File: config.mk
export PLATFORM = sky130hd
export DESIGN_NAME = mem_port_arbiter
export DESIGN_NICKNAME = d
export VERILOG_FILES = /design/src/rtl/mem_port_arbiter.sv
export SDC_FILE = /design/constraint.sdc
export NUM_CORES = 1
export LEC_CHECK = 0
export CAP_MARGIN = 15
export CELL_PAD_IN_SITES_DETAIL_PLACEMENT = 0
export CELL_PAD_IN_SITES_GLOBAL_PLACEMENT = 2
export CORE_ASPECT_RATIO = 1.4
export CORE_MARGIN = 3
export CORE_UTILIZATION = 25
export CTS_CLUSTER_SIZE = 40
export DETAILED_ROUTE_END_ITERATION = 7
export PLACE_DENSITY_LB_ADDON = 0.1
export SYNTH_ARGS = -nofsm -noshare
export SYNTH_HDL_FRONTEND = slang
export SYNTH_SLANG_ARGS = --single-unit
export TNS_END_PERCENT = 5
File: constraint.sdc
create_clock -name clk -period 4.5 [get_ports clk]
set_input_delay 1.125 -clock clk [delete_from_list [all_inputs] [get_ports clk]]
set_output_delay 1.125 -clock clk [all_outputs]
set_load 0.005 [all_outputs]
File: src/rtl/mem_port_arbiter.sv
// Unified memory-port arbiter between IF and MEM with RISC-V byte-lane generation.
// Optional saturating performance counters are compiled in with `define MEM_ARB_PERF_EN.
module mem_port_arbiter #(
  parameter int ADDR_W = 32,
  parameter int CNT_W  = 16
) (
  input  logic              clk,
  input  logic              rst_n,
  input  logic              if_req,
  input  logic [ADDR_W-1:0] if_addr,
  input  logic              if_flush,
  output logic [31:0]       if_rdata,
  output logic              if_valid,
  output logic              if_stall,
  input  logic              d_req,
  input  logic              d_we,
  input  logic [1:0]        d_size,
  input  logic [ADDR_W-1:0] d_addr,
  input  logic [31:0]       d_wdata,
  output logic [31:0]       d_rdata,
  output logic              d_valid,
  output logic              d_misalign,
  output logic              d_stall,
  output logic              mem_req,
  output logic              mem_we,
  output logic [3:0]        mem_be,
  output logic [ADDR_W-1:0] mem_addr,
  output logic [31:0]       mem_wdata,
  input  logic [31:0]       mem_rdata,
  input  logic              mem_ack
`ifdef MEM_ARB_PERF_EN
  ,
  output logic [CNT_W-1:0]  perf_conflict,
  output logic [CNT_W-1:0]  perf_busy
`endif
);

  typedef enum logic [1:0] {IDLE = 2'd0, BUSY_I = 2'd1, BUSY_D = 2'd2} state_t;

  state_t              state_q, state_d;
  logic                mem_req_q, mem_req_d;
  logic                mem_we_q, mem_we_d;
  logic [3:0]          mem_be_q, mem_be_d;
  logic [ADDR_W-1:0]   mem_addr_q, mem_addr_d;
  logic [31:0]         mem_wdata_q, mem_wdata_d;
  logic                mis_q, mis_d;
  logic                drop_q, drop_d;
  logic                if_valid_q, if_valid_d;
  logic [31:0]         if_rdata_q, if_rdata_d;
  logic                d_valid_q, d_valid_d;
  logic [31:0]         d_rdata_q, d_rdata_d;
  logic                d_misalign_q, d_misalign_d;

  logic if_want, d_want, drop_now, load;

  function automatic logic lane_misalign(input logic [1:0] size, input logic [1:0] a);
    case (size)
      2'b00:   return 1'b0;
      2'b01:   return a[0];
      2'b10:   return a != 2'b00;
      default: return 1'b1;
    endcase
  endfunction

  function automatic logic [3:0] lane_be(input logic [1:0] size, input logic [1:0] a);
    if (lane_misalign(size, a)) return 4'b0000;
    case (size)
      2'b00:   return 4'b0001 << a;
      2'b01:   return a[1] ? 4'b1100 : 4'b0011;
      default: return 4'b1111;
    endcase
  endfunction

  function automatic logic [31:0] lane_wdata(input logic [1:0] size, input logic [31:0] wdata);
    case (size)
      2'b00:   return {4{wdata[7:0]}};
      2'b01:   return {2{wdata[15:0]}};
      default: return wdata;
    endcase
  endfunction

  // A requester keeps its request up through its valid pulse, so a request that
  // is being acked or is already answered must not win the bus a second time.
  assign if_want  = if_req & ~if_valid_q & ~if_flush;
  assign d_want   = d_req & ~d_valid_q;
  assign drop_now = drop_q | if_flush;

  always_ff @(posedge clk or negedge rst_n) begin
    if (!rst_n) begin
      state_q      <= IDLE;
      mem_req_q    <= 1'b0;
      mem_we_q     <= 1'b0;
      mem_be_q     <= 4'b0000;
      mem_addr_q   <= '0;
      mem_wdata_q  <= '0;
      mis_q        <= 1'b0;
      drop_q       <= 1'b0;
      if_valid_q   <= 1'b0;
      if_rdata_q   <= '0;
      d_valid_q    <= 1'b0;
      d_rdata_q    <= '0;
      d_misalign_q <= 1'b0;
    end else begin
      state_q      <= state_d;
      mem_req_q    <= mem_req_d;
      mem_we_q     <= mem_we_d;
      mem_be_q     <= mem_be_d;
      mem_addr_q   <= mem_addr_d;
      mem_wdata_q  <= mem_wdata_d;
      mis_q        <= mis_d;
      drop_q       <= drop_d;
      if_valid_q   <= if_valid_d;
      if_rdata_q   <= if_rdata_d;
      d_valid_q    <= d_valid_d;
      d_rdata_q    <= d_rdata_d;
      d_misalign_q <= d_misalign_d;
    end
  end

  always_comb begin
    state_d = state_q;
    case (state_q)
      IDLE: begin
        if (d_want)       state_d = BUSY_D;
        else if (if_want) state_d = BUSY_I;
      end
      BUSY_D: begin
        if (mem_ack) state_d = if_want ? BUSY_I : IDLE;
      end
      BUSY_I: begin
        // A flushed fetch never answered its requester, so its new target may go next.
        if (mem_ack) begin
          if (d_want)                  state_d = BUSY_D;
          else if (drop_now && if_want) state_d = BUSY_I;
          else                         state_d = IDLE;
        end
      end
      default: state_d = IDLE;
    endcase
  end

  always_comb begin
    load         = (state_q == IDLE) | mem_ack;
    mem_req_d    = (state_d != IDLE);
    mem_we_d     = mem_we_q;
    mem_be_d     = mem_be_q;
    mem_addr_d   = mem_addr_q;
    mem_wdata_d  = mem_wdata_q;
    mis_d        = mis_q;
    if (load && state_d == BUSY_D) begin
      mem_we_d    = d_we;
      mem_be_d    = lane_be(d_size, d_addr[1:0]);
      mem_addr_d  = {d_addr[ADDR_W-1:2], 2'b00};
      mem_wdata_d = lane_wdata(d_size, d_wdata);
      mis_d       = lane_misalign(d_size, d_addr[1:0]);
    end else if (load && state_d == BUSY_I) begin
      mem_we_d    = 1'b0;
      mem_be_d    = 4'b1111;
      mem_addr_d  = {if_addr[ADDR_W-1:2], 2'b00};
      mem_wdata_d = '0;
      mis_d       = 1'b0;
    end

    drop_d       = (state_q == BUSY_I) && !mem_ack && drop_now;
    if_valid_d   = (state_q == BUSY_I) && mem_ack && !drop_now;
    if_rdata_d   = if_valid_d ? mem_rdata : if_rdata_q;
    d_valid_d    = (state_q == BUSY_D) && mem_ack;
    d_rdata_d    = d_valid_d ? mem_rdata : d_rdata_q;
    d_misalign_d = d_valid_d && mis_q;
  end

  assign mem_req    = mem_req_q;
  assign mem_we     = mem_we_q;
  assign mem_be     = mem_be_q;
  assign mem_addr   = mem_addr_q;
  assign mem_wdata  = mem_wdata_q;
  assign if_valid   = if_valid_q;
  assign if_rdata   = if_rdata_q;
  assign d_valid    = d_valid_q;
  assign d_rdata    = d_rdata_q;
  assign d_misalign = d_misalign_q;
  assign if_stall   = if_req & ~if_valid_q;
  assign d_stall    = d_req & ~d_valid_q;

`ifdef MEM_ARB_PERF_EN
  logic [CNT_W-1:0] perf_conflict_q, perf_conflict_d;
  logic [CNT_W-1:0] perf_busy_q, perf_busy_d;

  always_comb begin
    perf_conflict_d = perf_conflict_q;
    perf_busy_d     = perf_busy_q;
    if (if_req && d_req && !if_valid_q && perf_conflict_q != '1)
      perf_conflict_d = perf_conflict_q + 1'b1;
    if (mem_req_q && perf_busy_q != '1)
      perf_busy_d = perf_busy_q + 1'b1;
  end

  always_ff @(posedge clk or negedge rst_n) begin
    if (!rst_n) begin
      perf_conflict_q <= '0;
      perf_busy_q     <= '0;
    end else begin
      perf_conflict_q <= perf_conflict_d;
      perf_busy_q     <= perf_busy_d;
    end
  end

  assign perf_conflict = perf_conflict_q;
  assign perf_busy     = perf_busy_q;
`endif

endmodule

# After elaboration in Yosys (flattened, before gate mapping)
# Cells that the tools add are included.
[totals]
input_bits = 137
wordCells = 70
reg_bits = 141
out_inout_bits = 139
[classes]
shifts = 1
n_bitwise = 8
reduce_logical = 16
mux = 26
eq_ne = 6
[op_table]
columns = ["op", "count"]
rows = [
  ["$mux W32", 4],
  ["$pmux W32 S2", 1],
  ["$mux W4", 5],
  ["$mux W2", 5],
  ["$logic_and A1 B1 Y1", 9],
  ["$mux W1", 8],
  ["$pmux W4 S2", 1],
  ["$eq A2 B1 Y1 const B", 3],
  ["$eq A2 B2 Y1 const B", 3],
  ["$pmux W2 S3", 1],
  ["$reduce_bool A2 Y1", 3],
  ["$logic_not A2 Y1", 2],
  ["$shl A1 B2 Y4 const A", 1],
  ["$and A1 B1 Y1", 3],
  ["$not A1 Y1", 3],
  ["$pmux W1 S3", 1],
  ["$logic_not A1 Y1", 2],
  ["$or A1 B1 Y1", 2],
]

# Depth between registers and ports, before layout
# Gate-level depths: netlist (run 1).
[logic_depth]
word_depth = 15
mapped_depth = 7
mapped_depth_nobuf = 5

# Worst setup path after synthesis (run 1)
# Ideal clock, no wire load.
[synth_timing]
path_type = "input to output"
start = "input d_req"
end = "output d_stall"
n_path_buf = 0
cell_stages = 1
setup_slack_ps = 2020
required_ps = 3375
arrival_time_ps = 1355
path_cell_list = "nor2b_1"
[synth_between]
elab_chain_cells = 1
[synth_lines]
columns = ["item", "line", "text"]
rows = [
  ["start: declaration", "15", "input logic d_req,"],
  ["$and A1 B1 Y1", "183", "assign d_stall = d_req & ~d_valid_q;"],
  ["end: declaration", "23", "output logic d_stall,"],
]
# No other way between the ends.

# Worst setup path after layout (run 1)
# Ends and elaborated chain as after synthesis.

==> flow_summary_export.csv, run 1 <==
group,metric,value,unit
drt,ant_nets,0,
sta,hold_slack,0.474,ns
drt,via_per_inst,4.44,
die,ioPinCount,276,
logic_synthesis,syn_area,5930,µm²
outcome,outcome,"complete, no violations",
drt,drcViolationCount,0,
drt,finalWirelength,20200,µm
placement,place_ws,0.872,ns
setup_path,cp-start-kind,"primary input",
layout,syn_to_final_growth,62.0,%
global_route,grt_pass1_wl,32100,µm
layout,fin_nets,997,
sta,setup_viol,0,
global_route,grt_max_degree,90,
logic_synthesis,syn_avg_cell_area,9.85,µm²
setup_path,r2r_slack,2.10,ns
die,start_util,0.255,
drt,firstDrtPassIters,4,
global_route,overflow,0,
setup_path,path_max_fanout,4,
min_path,hold_depth,2,
clock_network,postCtsResizedCells,0,
die,die-width,136,µm
die,fp.dieH,188,µm
logic_synthesis,yosysTopAreaCell,"dfrtp_1",
clock_network,cts.sink_count,139,
sta,slew_viol_final,0,
sta,setup-tns-final,0,ns
drt,num_vias,5245,
drt,routedWlPerCell,17.1,µm
clock_network,cts_tree,"yes",
sta,fmax,0.278,GHz
clock_network,clkLatencyLatePin,0.41,ns
layout,fin_area,9600,µm²
drt,drtIter0Drc,164,
setup_path,crit_required,3.38,ns
sta,rsz0062_at_grt,"false",
sta,hold_violations,0,
die,die_area,25600,µm²
global_route,grt_pass1_vias,5666,
placement,place_hpwl,14000,µm
logic_synthesis,synth_edf_count,0,
placement,post_dp_cell_area,8930,µm²
clock_network,cts-root-buf,"clkbuf_16",
global_route,antenna_found_initial,2,
power_and_ir_drop,power_density,639,nW/µm²
global_route,grt_usage,0.162,
setup_path,r2r-start,"state_q[1]$_DFF_PN0_",
sta,period_share,0.800,
logic_synthesis,synth_top_area_frac,0.587,
clock_network,htreeDepth,4,
clock_network,post_cts_buffers,0,
clock_network,cts_buffers,17,
layout,finish.utilization,0.412,
min_path,hold_path_class,"reg2reg",
logic_synthesis,synth_area_leaders,"dfrtp_1 (59%), nand2_1 (9.3%), a21oi_1 (6.2%)",
logic_synthesis,synthCells,602,
clock_network,hold_buffers,0,
min_path,worstHoldStart,"d_rdata[30]$_DFFE_PN0P_",
power_and_ir_drop,leakage,4.25,nW
die,core_area,23300,µm²
setup_path,critPathCaptureType,"primary output",
sta,layout_min_cycle_time,3.60,ns
logic_synthesis,synth_seq_cells,139,
die,rows,66,
layout,drive_gt1_frac,0.0917,
sta,max_slew_margin,0.395,
setup_path,reg2regPathDepth,5,
power_and_ir_drop,peakVddDrop,0.000277,V
logic_synthesis,synthFlopType,"dfrtp_1",
sta,fin_ws,0.898,ns
logic_synthesis,yosysMostFrequentCell,"nand2_1",
logic_synthesis,synth_warnings,0,
sta,finClkSkew,0.00581,ns
min_path,min_to,"d_rdata[30]$_DFFE_PN0P_",
logic_synthesis,async_flop_share,1.00,
layout,fillCellCount,2337,
flow_run,cap_viol_max_count,0,
clock_network,clkSlewWorstSetupHoldPaths,0.06,ns
placement,place.gp.congestion,0.728,
sta,worstMarginPinSlew,0.908,ns
clock_network,clockBufferDepth,2,
setup_path,cp.arrival,2.48,ns
logic_synthesis,ys_seq_area_frac,0.587,
logic_synthesis,ys_types,31,
logic_synthesis,synth_commonest_cells,"nand2_1 (147), dfrtp_1 (139), a21oi_1 (73)",
placement,io_buffer_count,271,
setup_path,critPathKind,"in2out",
setup_path,rr_endpoint,"mem_addr[25]$_DFFE_PN0P_",
-- flip-flops by register name, summed over array words and instances (netlist names) --
register and count:
mem_req 1, d_misalign 1, drop_q 1, if_rdata 32, d_rdata 32, if_valid 1
mis_q 1, d_valid 1, mem_be 4, mem_addr 30, mem_wdata 32, mem_we 1
state_q 2
-- worst max-delay path by stage --
| stage | from | end | slack [ns] | cells past startpoint |
|---|---|---|---|---|
| floorplan | d_req | d_stall | 2.02 | 1 |
| detailed placement | d_req | d_stall | 0.87 | 3 |
| CTS | d_req | d_stall | 0.86 | 3 |
| global placement | d_req | d_stall | 0.91 | 3 |
| global route | d_req | d_stall | 0.78 | 3 |
| finish | d_req | d_stall | 0.90 | 3 |
-- kinds of logic (layout without fill, tap and decap cells) --
family / after synthesis / count (layout) / share of synthesized area
compound gates: 111 / 111 / 0.100
xor+xnor: 2 / 2 / 0.00296
buf+inv: 47 / 316 / 0.0361
flops: 139 / 139 / 0.587
mux: 56 / 56 / 0.101
other cells: 1 / 4 / 0.000633
simple gates: 246 / 246 / 0.172
-- layout make-up --
class / instances / area (µm²) / share of cell area
Inverter: 3 / 11.3 / 0.00117
Multi-Input combinational cell: 417 / 2250 / 0.234
Clock buffer: 21 / 480 / 0.0500
Sequential cell: 139 / 3480 / 0.362
Tap cell: 306 / 383 / 0.0399
Clock inverter: 10 / 188 / 0.0195
Antenna cell: 2 / 5.00 / 0.000521
Timing Repair Buffer: 282 / 2810 / 0.293
-- power breakdown --
| part | internal, W | switching, W |
|---|---|---|
| logic | 0.00145 | 0.000943 |
| clock network | 0.00104 | 0.000542 |
| registers | 0.00184 | 0.000319 |
| total | 0.00433 | 0.00180 |
-- routing by layer --
| layer | vias up | wire (µm) | track usage |
|---|---|---|---|
| met5 | - | 0 | 0 |
| met3 | 16 | 1790 | 0.0652 |
| met2 | 180 | 10000 | 0.266 |
| met1 | 2524 | 8050 | 0.189 |
| met4 | 0 | 339 | 0.0582 |
| li1 | 2525 | - | - |
-- through the flow --
step	power, W	std cells
finish	0.00613	1180
global route	0.00658	1180
global placement	0.00458	1147
detailed placement	0.00462	1147
CTS	0.00625	1178
floorplan	0.00298	603
-- critical path, stage by stage --
cell and delay [ns]:
clkdlybuf4s50_1 0.48, nor2b_1 0.28, clkdlybuf4s50_1 0.59
-- cell usage in the layout (no fill, tap or decap), drive strengths merged, types with 21 or more instances in the layout --
cell	synthesis	final
clkbuf	18	21
nand2	147	147
nor2	46	46
o21ai	30	30
mux2i	24	24
nand3	35	35
dfrtp	139	139
clkdlybuf4s50	0	270
mux2	32	32
a21oi	73	73
Power figures use the tool's default switching activity.
==> run 2, diff against run 1 <==
--- a/config.mk
+++ b/config.mk
@@ -10,7 +10,7 @@
 export CELL_PAD_IN_SITES_GLOBAL_PLACEMENT = 2
 export CORE_ASPECT_RATIO = 1.4
 export CORE_MARGIN = 3
-export CORE_UTILIZATION = 25
+export CORE_UTILIZATION = 24
 export CTS_CLUSTER_SIZE = 40
 export DETAILED_ROUTE_END_ITERATION = 7
 export PLACE_DENSITY_LB_ADDON = 0.1
==> constraint.sdc (replaced) <==
create_clock -name clk -period 3.4 [get_ports clk]
set_input_delay 0.85 -clock clk [delete_from_list [all_inputs] [get_ports clk]]
set_output_delay 0.85 -clock clk [all_outputs]
set_load 0.005 [all_outputs]
==> run 2 against run 1 <==
  * Cell count up 0.68%
  * Via count down 0.92%
  * Die area increased by 4.0%
  * Sequential power grew 33%
  * Clock power grew 30%
  * Clock-buffer cell count is 4 higher
  * Global-route usage down 0.54 points
  * Flip-flop and latch count is the same
  * First-iteration DRC count up 35%
  * Hold slack got worse by 0.066 ns
  * Combinational power is 33% higher
  * Critical endpoint unchanged
==> flow_summary_export.csv, run 2 (same netlist as run 1, synthesis figures left out) <==
group,metric,value,unit
global_route,grt_pass1_wl,32400,µm
die,fp.dieH,192,µm
global_route,antenna_found_initial,1,
sta,hold_violations,0,
drt,wl_met1,8100,µm
power_and_ir_drop,p_comb_frac,0.393,
clock_network,cts.sink_count,139,
clock_network,cts_buffers,17,
sta,setup-tns-final,0,ns
global_route,grt_max_degree,63,
drt,num_vias,5197,
layout,fin_nets,1001,
flow_run,cap_viol_max_count,0,
clock_network,hold_buffers,0,
clock_network,cts-root-buf,"clkbuf_16",
power_and_ir_drop,power_density,842,nW/µm²
sta,layout_min_cycle_time,3.03,ns
sta,finClkSkew,0.00569,ns
layout,area.sequential,3480,µm²
global_route,overflow,0,
placement,place.gp.congestion,0.728,
sta,rsz0062_at_grt,"false",
layout,final_common_cell,"clkdlybuf4s50_1",
global_route,grt_usage,0.156,
die,ioPinCount,276,
setup_path,cp-start-kind,"primary input",
die,core_area,24100,µm²
power_and_ir_drop,leakage,4.27,nW
power_and_ir_drop,intPower,0.00573,W
clock_network,clockBufferDepth,2,
setup_path,cp.arrival,2.18,ns
sta,max_slew_margin,0.572,
clock_network,cts_tree,"yes",
clock_network,clkSlewWorstSetupHoldPaths,0.05,ns
clock_network,post_cts_buffers,0,
drt,via_per_inst,4.37,
drt,routedWlPerCell,17.4,µm
clock_network,htreeDepth,4,
sta,setup_viol,0,
power_and_ir_drop,swShare,0.294,
placement,io_buffer_count,271,
drt,ant_nets,0,
layout,multi_input_area,2250,µm²
setup_path,crit_required,2.55,ns
setup_path,critPathKind,"in2out",
drt,finalWirelength,20600,µm
layout,syn_to_final_growth,62.4,%
layout,drive_gt1_frac,0.0912,
power_and_ir_drop,p_seq_frac,0.354,
sta,slew_viol_final,0,
die,die-width,139,µm
power_and_ir_drop,power.switching,0.00238,W
outcome,outcome,"complete, no violations",
drt,dr_wl_met3,1720,µm
die,start_util,0.245,
sta,period_share,0.892,
global_route,grt_pass1_vias,5605,
drt,drtIter0Drc,222,
layout,final_cell_mix,"clkdlybuf4s50_1 (270), nand2_1 (146), dfrtp_1 (139)",
drt,met2_wirelength,10500,µm
drt,firstDrtPassIters,4,
die,die_area,26600,µm²
min_path,hold_path_class,"in2async",
placement,place_hpwl,14700,µm
clock_network,postCtsResizedCells,0,
drt,dr.max_layer_used,"met4",
layout,fillCellCount,2426,
setup_path,path_max_fanout,4,
die,rows,67,
power_and_ir_drop,p_clk_frac,0.253,
power_and_ir_drop,peakVddDrop,0.000361,V
sta,worstMarginPinSlew,0.641,ns
setup_path,critPathCaptureType,"primary output",
clock_network,clkLatencyLatePin,0.42,ns
layout,finish.utilization,0.399,
drt,drcViolationCount,0,
sta,fmax,0.330,GHz
[run 2: through the flow]
stage | cells | area, µm² | power, W | hold slack (ns) | worst slack [ns]
after floorplan | 603 | 5930 | 0.00395 | 0.453 | 1.32
after global placement | 1155 | 8980 | 0.00610 | 0.459 | 0.378
after detailed placement | 1155 | 8980 | 0.00615 | 0.462 | 0.380
after CTS | 1187 | 9620 | 0.00828 | 0.428 | 0.364
after global routing | 1188 | 9620 | 0.00870 | 0.458 | 0.279
final | 1188 | 9620 | 0.00811 | 0.408 | 0.368
[run 2: cell type report]
class                           instances  area share
Timing Repair Buffer                  286       0.296
Clock inverter                          7      0.0166
Inverter                                3     0.00117
Multi-Input combinational cell        417       0.233
Sequential cell                       139       0.361
Clock buffer                           25      0.0504
Tap cell                              310      0.0403
Antenna cell                            1    0.000260
[run 2: final timing paths]
check                                        start  cells past startpoint  slack (ns)                        to
setup / recovery                             d_req                      3        0.37                   d_stall
hold / removal                               rst_n                      1        0.41  mem_addr[18]$_DFFE_PN0P_
setup reg to reg              state_q[1]$_DFF_PN0_                      5        1.30  mem_addr[27]$_DFFE_PN0P_
hold reg to reg            d_rdata[14]$_DFFE_PN0P_                      2        0.47   d_rdata[14]$_DFFE_PN0P_
max in group asynchronous                    rst_n                      2        2.14    d_rdata[9]$_DFFE_PN0P_
min in group clk           d_rdata[14]$_DFFE_PN0P_                      2        0.47   d_rdata[14]$_DFFE_PN0P_
[run 2: power groups by stage]
stage / combinational [W] / clock [W] / sequential [W]
floorplan: 0.00104 / 0 / 0.00291
global placement: 0.00325 / 0 / 0.00285
detailed placement: 0.00326 / 0 / 0.00289
CTS: 0.00328 / 0.00212 / 0.00288
global route: 0.00352 / 0.00220 / 0.00298
finish: 0.00319 / 0.00205 / 0.00287
[run 2: critical path, cell delays in order]
cell,delay (ns)
clkdlybuf4s50_1,0.46
nor2b_1,0.27
clkdlybuf4s50_1,0.59
[run 2: per-layer routing]
layer | global-route usage | vias to the layer above
li1 | - | 2531
met1 | 0.177 | 2483
met3 | 0.0638 | 17
met5 | 0 | -
met2 | 0.269 | 166
met4 | 0.0493 | 0
==> run 3, diff against run 2 <==
--- a/config.mk
+++ b/config.mk
@@ -11,7 +11,7 @@
 export CORE_ASPECT_RATIO = 1.4
 export CORE_MARGIN = 3
 export CORE_UTILIZATION = 24
-export CTS_CLUSTER_SIZE = 40
+export CTS_CLUSTER_SIZE = 24
 export DETAILED_ROUTE_END_ITERATION = 7
 export PLACE_DENSITY_LB_ADDON = 0.1
 export SYNTH_ARGS = -nofsm -noshare
==> results of run 3 <==
The final DEF is identical to that of run 2; final timing and power are the same.
